## src/rtl/alu_pkg.sv

```systemverilog
// rtl/alu_pkg.sv - op codes and FSM state encoding shared by the sequential ALU and decoder
package alu_pkg;

    localparam logic [2:0] ALU_AND = 3'b000;
    localparam logic [2:0] ALU_OR  = 3'b001;
    localparam logic [2:0] ALU_ADD = 3'b010;
    localparam logic [2:0] ALU_SUB = 3'b110;
    localparam logic [2:0] ALU_SLT = 3'b111;
    localparam logic [2:0] ALU_DIV = 3'b101;

    typedef enum logic [1:0] {
        IDLE    = 2'd0,
        DIV_RUN = 2'd1,
        DONE    = 2'd2
    } alu_state_t;

endpackage

```

## src/rtl/seq_divider.sv

```systemverilog
// rtl/seq_divider.sv - unsigned restoring divider core, one quotient bit per step
module seq_divider #(
    parameter int WIDTH = 32
) (
    input  logic             clk,
    input  logic             reset,
    input  logic             load,
    input  logic             step,
    input  logic [WIDTH-1:0] dividend,
    input  logic [WIDTH-1:0] divisor,
    output logic [WIDTH-1:0] quotient_next,
    output logic [WIDTH-1:0] remainder_next,
    output logic             last
);
    localparam int CW = $clog2(WIDTH);

    logic [WIDTH-1:0] rem_q;
    logic [WIDTH-1:0] quo_q;
    logic [WIDTH-1:0] div_q;
    logic [CW-1:0]    count_q;
    logic [WIDTH:0]   shifted;
    logic [WIDTH:0]   trial;
    logic             q_bit;

    // Extra top bit on the trial subtraction acts as the borrow / restore flag.
    always_comb begin
        shifted = {rem_q, quo_q[WIDTH-1]};
        trial   = shifted - {1'b0, div_q};
        q_bit   = ~trial[WIDTH];
        remainder_next = q_bit ? trial[WIDTH-1:0] : shifted[WIDTH-1:0];
        quotient_next  = {quo_q[WIDTH-2:0], q_bit};
    end

    assign last = (count_q == CW'(WIDTH - 1));

    always_ff @(posedge clk or posedge reset) begin
        if (reset) begin
            rem_q   <= '0;
            quo_q   <= '0;
            div_q   <= '0;
            count_q <= '0;
        end else if (load) begin
            rem_q   <= '0;
            quo_q   <= dividend;
            div_q   <= divisor;
            count_q <= '0;
        end else if (step) begin
            rem_q   <= remainder_next;
            quo_q   <= quotient_next;
            count_q <= count_q + CW'(1);
        end
    end

endmodule

```

## src/rtl/alu_seq_unit.sv

```systemverilog
// rtl/alu_seq_unit.sv - sequential ALU with single-cycle logic/arith ops and iterative signed DIV
module alu_seq_unit
    import alu_pkg::*;
#(
    parameter int WIDTH = 32
) (
    input  logic             clk,
    input  logic             reset,
    input  logic             start,
    input  logic [2:0]       alu_control,
    input  logic [WIDTH-1:0] a,
    input  logic [WIDTH-1:0] b,
    output logic [WIDTH-1:0] result,
    output logic [WIDTH-1:0] remainder,
    output logic             zero,
    output logic             busy,
    output logic             done,
    output logic             div_by_zero
);
    alu_state_t state, state_next;

    logic             accept;
    logic             div_load;
    logic             div_step;
    logic             quick_done;
    logic             div_done;
    logic             div_last;
    logic             q_neg;
    logic             r_neg;
    logic [WIDTH-1:0] a_mag;
    logic [WIDTH-1:0] b_mag;
    logic [WIDTH-1:0] quo_next;
    logic [WIDTH-1:0] rem_next;
    logic [WIDTH-1:0] q_fix;
    logic [WIDTH-1:0] r_fix;
    logic [WIDTH-1:0] quick_result;
    logic [WIDTH-1:0] quick_rem;
    logic             quick_dbz;

    always_ff @(posedge clk or posedge reset) begin
        if (reset) begin
            state <= IDLE;
        end else begin
            state <= state_next;
        end
    end

    always_comb begin
        state_next = state;
        case (state)
            IDLE:    if (start && alu_control == ALU_DIV && b != '0) state_next = DIV_RUN;
            DIV_RUN: if (div_last) state_next = DONE;
            DONE:    state_next = IDLE;
            default: state_next = IDLE;
        endcase
    end

    always_comb begin
        accept     = (state == IDLE) && start;
        div_load   = accept && (alu_control == ALU_DIV) && (b != '0);
        quick_done = accept && !div_load;
        div_step   = (state == DIV_RUN);
        div_done   = div_step && div_last;
    end

    // DIV here is only reached with b == 0; nonzero divisors go to the iterative core.
    always_comb begin
        quick_result = '0;
        quick_rem    = '0;
        quick_dbz    = 1'b0;
        case (alu_control)
            ALU_AND: quick_result = a & b;
            ALU_OR:  quick_result = a | b;
            ALU_ADD: quick_result = a + b;
            ALU_SUB: quick_result = a - b;
            ALU_SLT: quick_result = {{(WIDTH-1){1'b0}}, ($signed(a) < $signed(b))};
            ALU_DIV: begin
                quick_result = '1;
                quick_rem    = a;
                quick_dbz    = 1'b1;
            end
            default: quick_result = '0;
        endcase
    end

    // The most negative value maps to itself, which is its correct unsigned magnitude.
    assign a_mag = a[WIDTH-1] ? (~a + WIDTH'(1)) : a;
    assign b_mag = b[WIDTH-1] ? (~b + WIDTH'(1)) : b;
    assign q_fix = q_neg ? (~quo_next + WIDTH'(1)) : quo_next;
    assign r_fix = r_neg ? (~rem_next + WIDTH'(1)) : rem_next;

    seq_divider #(.WIDTH(WIDTH)) u_div (
        .clk            (clk),
        .reset          (reset),
        .load           (div_load),
        .step           (div_step),
        .dividend       (a_mag),
        .divisor        (b_mag),
        .quotient_next  (quo_next),
        .remainder_next (rem_next),
        .last           (div_last)
    );

    always_ff @(posedge clk or posedge reset) begin
        if (reset) begin
            result      <= '0;
            remainder   <= '0;
            zero        <= 1'b0;
            busy        <= 1'b0;
            done        <= 1'b0;
            div_by_zero <= 1'b0;
            q_neg       <= 1'b0;
            r_neg       <= 1'b0;
        end else begin
            done <= quick_done | div_done;
            if (div_load) begin
                busy  <= 1'b1;
                q_neg <= a[WIDTH-1] ^ b[WIDTH-1];
                r_neg <= a[WIDTH-1];
            end
            if (quick_done) begin
                result      <= quick_result;
                remainder   <= quick_rem;
                zero        <= (quick_result == '0);
                div_by_zero <= quick_dbz;
            end
            if (div_done) begin
                busy        <= 1'b0;
                result      <= q_fix;
                remainder   <= r_fix;
                zero        <= (q_fix == '0);
                div_by_zero <= 1'b0;
            end
        end
    end

endmodule

```

## config.mk

```make
export PLATFORM = sky130hd
export DESIGN_NAME = alu_seq_unit
export DESIGN_NICKNAME = d
export VERILOG_FILES = /design/src/rtl/alu_pkg.sv /design/src/rtl/seq_divider.sv /design/src/rtl/alu_seq_unit.sv
export SDC_FILE = /design/constraint.sdc
export NUM_CORES = 1
export LEC_CHECK = 0
export CAP_MARGIN = 20
export CORE_AREA = 2 2 190 192
export CTS_BUF_LIST = sky130_fd_sc_hd__clkbuf_2
export DETAILED_ROUTE_END_ITERATION = 7
export DIE_AREA = 0 0 192 194
export GPL_TIMING_DRIVEN = 0
export PLACE_DENSITY = 0.69
export SLEW_MARGIN = 20
export SYNTH_ARGS = -nofsm -noshare
export SYNTH_HDL_FRONTEND = slang
export SYNTH_SLANG_ARGS = --single-unit
```

## constraint.sdc

```tcl
create_clock -name clk -period 6.1 [get_ports clk]
set_input_delay 1.22 -clock clk [delete_from_list [all_inputs] [get_ports clk]]
set_output_delay 1.22 -clock clk [all_outputs]
set_load 0.03 [all_outputs]
```

==> flow_summary.yaml, run 1 <==
clock_network:
  cts.sinks: 173
  cts_tree: "done"
  hold_buffers: 0
  worst_skew_pair.late_latency_ns: 0.88
  clkTransAtPathRegs_ns: 0.30
  cts_htree_levels: 4
  number_of_buffers_created_by_cts: 17
  cts_root_buf: "sky130_fd_sc_hd__clkbuf_2"
  clock_tree.buffer_depth: 2
grt:
  grt_pass1_vias: 18000
  grt_usage: 0.420
  initial_antenna_violation_count: 1
  global_route.usage.met1: 0.601
  grt_first_pass_wirelength_mm: 116
  top_usage_layer: "met2"
  grt_start_max_net_pins: 90
  gr-total-overflow: 0
  met2_usage: 0.612
  gr-usage-met3: 0.0858
sta:
  final_min_period_over_clock_period: 0.971
  slew_violations: 0
  fmax_mhz: 169
  timing.clock.skew_ns: 0.0680
  min_period_ns: 5.92
  worst_slew_pin_slew_ns: 1.13
  timing.slew.headroom: 0.246
  hold-worst-slack_ns: 0.530
  hold_viol_final: 0
  fin_tns_setup_ns: 0
  unrepaired_setup_endpoints_after_global_routing: "no"
  setup-violations-final: 0
status:
  status: "finished clean"
die:
  num_io_pins: 138
  floorplan.core_area_um2: 35200
  starting_density: 0.493
  placementRows: 69
  fp.dieArea_um2: 37200
  die_h_um: 194
  die_w_um: 192
logic_synthesis:
  syn_nets: 2464
  synth.avg_cell_area_um2: 7.69
  async_reset_ff_frac: 1.00
  synth_area_um2: 17400
  ys.warnings.count: 0
  number_of_enable_type_register_cells_in_the_synthesized_netlist: 0
  leading_register_cell_type_out_of_synthesis: "sky130_fd_sc_hd__dfrtp_1"
  synthesis.instances: 2257
  synth.distinct_cells: 89
  ys_seq_area_frac: 0.249
  ys_ff_latch: 173
routing:
  drt_first_pass_iters: 6
  routed_wl_mm: 79.5
  via_count_of_the_routed_design: 19600
  drtAntennaViolNets: 0
  detail_route.iter0.violations: 2857
  detailed_route_drc_error_count: 0
  drt-wirelength-per-cell_um: 27.4
  ratio_of_routed_vias_to_standard_cells: 6.77
setup_path:
  worst_setup_path_start_kind: "input port"
  setup.worst_path.end_class: "flop"
  crit_slowest_cell: "sky130_fd_sc_hd__a2111oi_1"
  timing.critical_path.cells: "clkdlybuf4s50_1 -> inv_1 -> ha_1 -> clkbuf_1 -> a21oi_1 -> o211ai_1 -> nand4_1 -> a2111oi_1 -> o21ai_0 -> o21bai_1 -> mux2i_1 -> nor2_1 -> nand3_1 -> nor4_1 -> nand4_1 -> o21ai_1"
  slowest_stage_delay_on_critical_path_ns: 0.85
  timing.setup.critical_path_class: "input port to flop"
  worst_ep_arrival_time_ns: 6.71
  critical_path_fanout_max: 9
  cpMostUsedCell: "sky130_fd_sc_hd__nand4_1"
  critical-path-top-delay-family: "compound AO/OA/AOI/OAI gates"
  path_buf_inv: 3
  critical_path_required_ns: 6.89
finish:
  num-fill-cells: 3416
  finalInstanceArea_um2: 19800
  area_used_by_sequential_logic_in_the_layout_um2: 4330
  multi_input_comb_area_um2: 11900
  layout.cells.non_filler: 2899
  leading_cell_types_in_the_layout_fill_and_taps_excluded: "234 x sky130_fd_sc_hd__o21ai_0, 188 x sky130_fd_sc_hd__nand2_1, 172 x sky130_fd_sc_hd__dfrtp_1, 159 x sky130_fd_sc_hd__a21oi_1, 152 x sky130_fd_sc_hd__inv_1"
  drive_gt1_frac: 0.0451
  layout.nets: 2631
  mostFrequentLayoutCell: "sky130_fd_sc_hd__o21ai_0"
  synthToLayoutAreaGrowth_pct: 13.9
power_and_ir_drop:
  combPwrFrac: 0.751
  post_layout_total_power_uw: 10900
  clock_power_share: 0.058
  power-per-cell-area_nw_per_um2: 551
  internal_cell_power_uw: 4650
  irDropWorstVdd_mv: 0.474
  power_switching_share: 0.573
  power.static_leakage_uw: 0.00809
  switchingPower_uw: 6240
  seq_power_share: 0.191
place:
  portBuffers: 136
  final_weighted_congestion_in_routability_driven_placement: 1.06
  dpl.cell_count: 2855
  post_dp_cell_area_um2: 19300
  post_detail_place_hpwl_mm: 63.9
flow_run:
  timing.max_cap.violations: 0
worst_hold_path:
  hold_path.class: "flop to flop"
[Yosys cell counts, types with 17 or more instances]
cell                         n  area, um2
sky130_fd_sc_hd__xnor2_1   127       1110
sky130_fd_sc_hd__or3_1      23        144
sky130_fd_sc_hd__nand4_1    26        163
sky130_fd_sc_hd__nand2_1   188        706
sky130_fd_sc_hd__a22oi_1    52        390
sky130_fd_sc_hd__mux2i_1    38        380
sky130_fd_sc_hd__inv_1     153        574
sky130_fd_sc_hd__o21ai_0   236       1180
sky130_fd_sc_hd__dfrtp_1   173       4330
sky130_fd_sc_hd__nand3_1    82        410
sky130_fd_sc_hd__nor2_1    135        507
sky130_fd_sc_hd__a211oi_1   25        188
sky130_fd_sc_hd__nor4_1     24        150
sky130_fd_sc_hd__o31ai_1    39        293
sky130_fd_sc_hd__a21o_1     23        173
sky130_fd_sc_hd__a31oi_1    26        163
sky130_fd_sc_hd__o211ai_1   30        225
sky130_fd_sc_hd__nand2b_1   26        163
sky130_fd_sc_hd__a21oi_1   160        801
sky130_fd_sc_hd__o41ai_1    18        158
sky130_fd_sc_hd__xor2_1     39        342
sky130_fd_sc_hd__a221o_1    17        170
sky130_fd_sc_hd__nor3_1     59        295
sky130_fd_sc_hd__ha_1      134       1680
sky130_fd_sc_hd__or4_1      20        150
sky130_fd_sc_hd__clkbuf_1  131        492
[registers in the layout, summed over array words and instances (netlist names)]
name,flops
div_by_zero,1
u_div.rem_q,32
r_neg,1
result,32
remainder,32
busy,1
done,1
state,2
u_div.count_q,5
u_div.quo_q,32
q_neg,1
zero,1
u_div.div_q,32
[worst reg2reg max path, stage by stage (launching register included)]
cell and delay (ns):
sky130_fd_sc_hd__dfrtp_1 0.44, sky130_fd_sc_hd__inv_1 0.12, sky130_fd_sc_hd__ha_1 0.25, sky130_fd_sc_hd__clkbuf_1 0.19
sky130_fd_sc_hd__a21oi_2 0.31, sky130_fd_sc_hd__o211ai_1 0.19, sky130_fd_sc_hd__a211oi_4 0.41, sky130_fd_sc_hd__a2111oi_2 0.13
sky130_fd_sc_hd__o211a_2 0.37, sky130_fd_sc_hd__inv_8 0.15, sky130_fd_sc_hd__ha_4 0.18, sky130_fd_sc_hd__nand2b_4 0.08
sky130_fd_sc_hd__nor3_4 0.21, sky130_fd_sc_hd__nand3b_4 0.13, sky130_fd_sc_hd__or3_4 0.44, sky130_fd_sc_hd__or4_4 0.53
sky130_fd_sc_hd__o21ai_2 0.12, sky130_fd_sc_hd__or3b_4 0.40, sky130_fd_sc_hd__a2111oi_4 0.39, sky130_fd_sc_hd__o2111ai_2 0.22
sky130_fd_sc_hd__nor4_2 0.29, sky130_fd_sc_hd__a22oi_1 0.12, sky130_fd_sc_hd__o21ai_1 0.12
[what timing repair did]
| action | 4_1_cts | 5_1_grt |
|---|---|---|
| gates resized for setup | 21 | 9 |
| setup buffers | 5 | 9 |
| endpoints found under the setup margin | 11 | 1 |
| pin swaps | 5 | 8 |
[kinds of logic after synthesis]
| kind of cell | count (synthesis) | share of synthesized area |
|---|---|---|
| xor+xnor | 166 | 0.0838 |
| flops | 173 | 0.249 |
| fa+ha+maj | 137 | 0.100 |
| simple gates | 665 | 0.191 |
| buf+inv | 313 | 0.0689 |
| mux | 42 | 0.0245 |
| compound gates | 761 | 0.283 |
[worst paths after layout]
path / slack, ns / from / to / depth (start not counted)
max: 0.18 / a[2] / zero / 16
min: 0.53 / u_div.div_q[25] / u_div.div_q[25] / 2
max reg2reg: 0.26 / u_div.div_q[9] / zero / 22
min reg2reg: 0.53 / u_div.div_q[25] / u_div.div_q[25] / 2
max in group asynchronous: 4.38 / reset / u_div.div_q[4] / 3
min in group asynchronous: 0.75 / reset / remainder[28] / 2
[area by class of cell]
type,instances,area share
Antenna cell,1,0.000127
Buffer,153,0.0301
Clock buffer,17,0.00430
Clock inverter,15,0.00734
Inverter,157,0.0306
Multi-Input combinational cell,1771,0.604
Sequential cell,173,0.219
Tap cell,461,0.0292
Timing Repair Buffer,151,0.0756
[metal layers]
metal,share of wire,vias up
met2,0.42,1407
met5,0,-
met1,0.41,9440
li1,-,8562
met3,0.12,217
met4,0.051,0
[power groups by stage]
stage,registers (uW),clock network [uW],logic (uW)
after floorplan,2260,0,4990
after global placement,2080,0,7580
after detailed placement,2080,0,7700
after CTS,2060,639,7890
after global routing,2120,683,8690
final,2080,632,8170
[metrics by stage]
step                setup WS [ns]  utilization
floorplan                   0.192            -
global placement            -2.15        0.548
detailed placement          -1.74        0.549
CTS                      0.000570        0.559
global route               0.0282        0.561
finish                      0.176        0.561
Power figures use the tool's default switching activity.
==> inputs of run 2 (changes only) <==
--- a/config.mk
+++ b/config.mk
@@ -10,6 +10,7 @@
 export CTS_BUF_LIST = sky130_fd_sc_hd__clkbuf_2
 export DETAILED_ROUTE_END_ITERATION = 7
 export DIE_AREA = 0 0 192 194
+export GPL_ROUTABILITY_DRIVEN = 0
 export GPL_TIMING_DRIVEN = 0
 export PLACE_DENSITY = 0.69
 export SLEW_MARGIN = 20
==> run 2 against run 1 <==
Core utilization is 0.31 points lower. Global-route usage is 2.4 points lower. Critical path depth stayed put. Sequential cell count stayed put. Maximum frequency is 0.24% lower. Clock skew is 0.011 ns higher. Register-to-register slack worse by 0.07 ns. Die area stayed put. Setup slack worse by 0.015 ns. Cell area is 0.55% lower. Wire length is 6.2% lower. Sequential power hardly changed. Critical endpoint unchanged. Largest power group unchanged.
==> flow_summary.yaml, run 2 (synthesized netlist as in run 1, its figures left out) <==
status:
  status: "finished clean"
power_and_ir_drop:
  irDropWorstVdd_mv: 0.306
  post_layout_total_power_uw: 10700
  power.static_leakage_uw: 0.00803
  power-per-cell-area_nw_per_um2: 543
finish:
  mostFrequentLayoutCell: "sky130_fd_sc_hd__o21ai_0"
  layout.nets: 2623
  drive_gt1_frac: 0.0408
  synthToLayoutAreaGrowth_pct: 13.2
  leading_cell_types_in_the_layout_fill_and_taps_excluded: "234 x sky130_fd_sc_hd__o21ai_0, 188 x sky130_fd_sc_hd__nand2_1, 172 x sky130_fd_sc_hd__dfrtp_1, 159 x sky130_fd_sc_hd__a21oi_1, 152 x sky130_fd_sc_hd__inv_1"
sta:
  final_min_period_over_clock_period: 0.973
  hold_viol_final: 0
  fmax_mhz: 168
  timing.slew.headroom: 0.170
  unrepaired_setup_endpoints_after_global_routing: "no"
  hold-worst-slack_ns: 0.521
  slew_violations: 0
  worst_slew_pin_slew_ns: 1.24
  timing.clock.skew_ns: 0.0793
  fin_tns_setup_ns: 0
  setup-violations-final: 0
  min_period_ns: 5.94
  postLayoutSetupSlackWorst_ns: 0.162
setup_path:
  worst_ep_arrival_time_ns: 6.76
  timing.critical_path.cells: "clkdlybuf4s50_1 -> inv_1 -> ha_1 -> clkbuf_1 -> nand2_1 -> o311ai_0 -> a21oi_1 -> a2111oi_0 -> o21ai_0 -> a21oi_1 -> mux2i_1 -> a21oi_1 -> o2111a_1 -> o2111a_1 -> nand4_1 -> o21ai_1"
  cpMostUsedCell: "sky130_fd_sc_hd__a21oi_1"
  setup.worst_path.end_class: "flop"
  worstReg2RegStart: "u_div.quo_q[31]"
  crit_slowest_cell: "sky130_fd_sc_hd__a2111oi_0"
  critical_path_fanout_max: 9
  timing.setup.critical_path_class: "input port to flop"
  critical_path_required_ns: 6.92
  critical_path.startpoint: "a[10]"
  critical-path-top-delay-family: "compound AO/OA/AOI/OAI gates"
  slowest_stage_delay_on_critical_path_ns: 0.92
  worst_setup_path_start_kind: "input port"
  path_buf_inv: 3
grt:
  initial_antenna_violation_count: 3
  grt_start_max_net_pins: 95
  grt_pass1_vias: 18500
  grt_first_pass_wirelength_mm: 112
  grt_usage: 0.396
  gr-total-overflow: 0
clock_network:
  cts_tree: "done"
  cts_htree_levels: 4
  clock_tree.buffer_depth: 2
  number_of_buffers_created_by_cts: 17
  worst_skew_pair.late_latency_ns: 0.93
  cts_root_buf: "sky130_fd_sc_hd__clkbuf_2"
  clkTransAtPathRegs_ns: 0.25
  hold_buffers: 0
  cts.sinks: 173
die:
  fp.dieArea_um2: 37200
  floorplan.core_area_um2: 35200
  die_w_um: 192
  num_io_pins: 138
  starting_density: 0.493
  die_h_um: 194
  placementRows: 69
routing:
  routed_wl_mm: 74.6
  drt-wirelength-per-cell_um: 25.8
  drtAntennaViolNets: 0
  detailed_route_drc_error_count: 0
  ratio_of_routed_vias_to_standard_cells: 6.84
  via_count_of_the_routed_design: 19800
  detail_route.iter0.violations: 3295
  drt_first_pass_iters: 7
worst_hold_path:
  hold_path.class: "flop to flop"
  timing.hold.worst.start: "u_div.div_q[23]"
place:
  post_detail_place_hpwl_mm: 58.5
  portBuffers: 136
  place_worst_setup_slack_ns: -1.50
flow_run:
  timing.max_cap.violations: 0
==> run 2: cell count changes in the layout (fill, tap and decap cells not counted), sizes merged <==
cell,previous run,this run
diode,1,2
clkbuf,146,149
inv,163,161
clkinvlp,1,2
clkinv,8,7
buf,39,30
==> run 2: area by class of cell <==
class                      instances  area (um2)
sequential                       173        4330
buffer                           154         599
inverter                         157         604
tap                              461         577
antenna                            2        5.00
fill                            3420       15600
clock buffer                      19        95.1
timing repair buffer             142        1430
clock inverter                    13         105
multi-input combinational       1771       11900
==> run 2: tightest hold or removal path, cell delays in order, from the launching register on <==
cell	delay (ns)
sky130_fd_sc_hd__dfrtp_1	0.41
sky130_fd_sc_hd__nand2_1	0.05
sky130_fd_sc_hd__o21ai_0	0.06
==> run 2: stage by stage <==
step | util | cells | cell area [um2]
after CTS | 0.557 | 2890 | 19600
after floorplan | - | 2257 | 17400
after global routing | 0.558 | 2891 | 19700
after global placement | 0.548 | 2854 | 19300
after detailed placement | 0.549 | 2855 | 19300
final | 0.558 | 2892 | 19700
==> run 2: report_power, final <==
group	switching, uW	internal (uW)	total, uW
sequential	412	1640	2060
combinational	5170	2850	8020
clock	474	121	596
==> run 2: routing by layer <==
layer	up-vias	wire, um	global-route usage
met5	-	12	0
met4	2	4710	0.211
met3	323	10600	0.113
met2	1544	30600	0.567
met1	9359	28600	0.538
li1	8558	-	-
==> run 2: final timing paths <==
kind | to | depth (start not counted) | slack, ns
max | zero | 16 | 0.16
min | u_div.div_q[23] | 2 | 0.52
max reg2reg | zero | 23 | 0.19
min reg2reg | u_div.div_q[23] | 2 | 0.52
max in group asynchronous | u_div.rem_q[9] | 3 | 4.40
min in group asynchronous | u_div.quo_q[0] | 2 | 0.70
==> run 2: repair_timing <==
action                                  CTS  global route
endpoints found under the setup margin    8             1
setup buffers                             4             1
resized for setup                        19             6
pin swaps                                 7             7
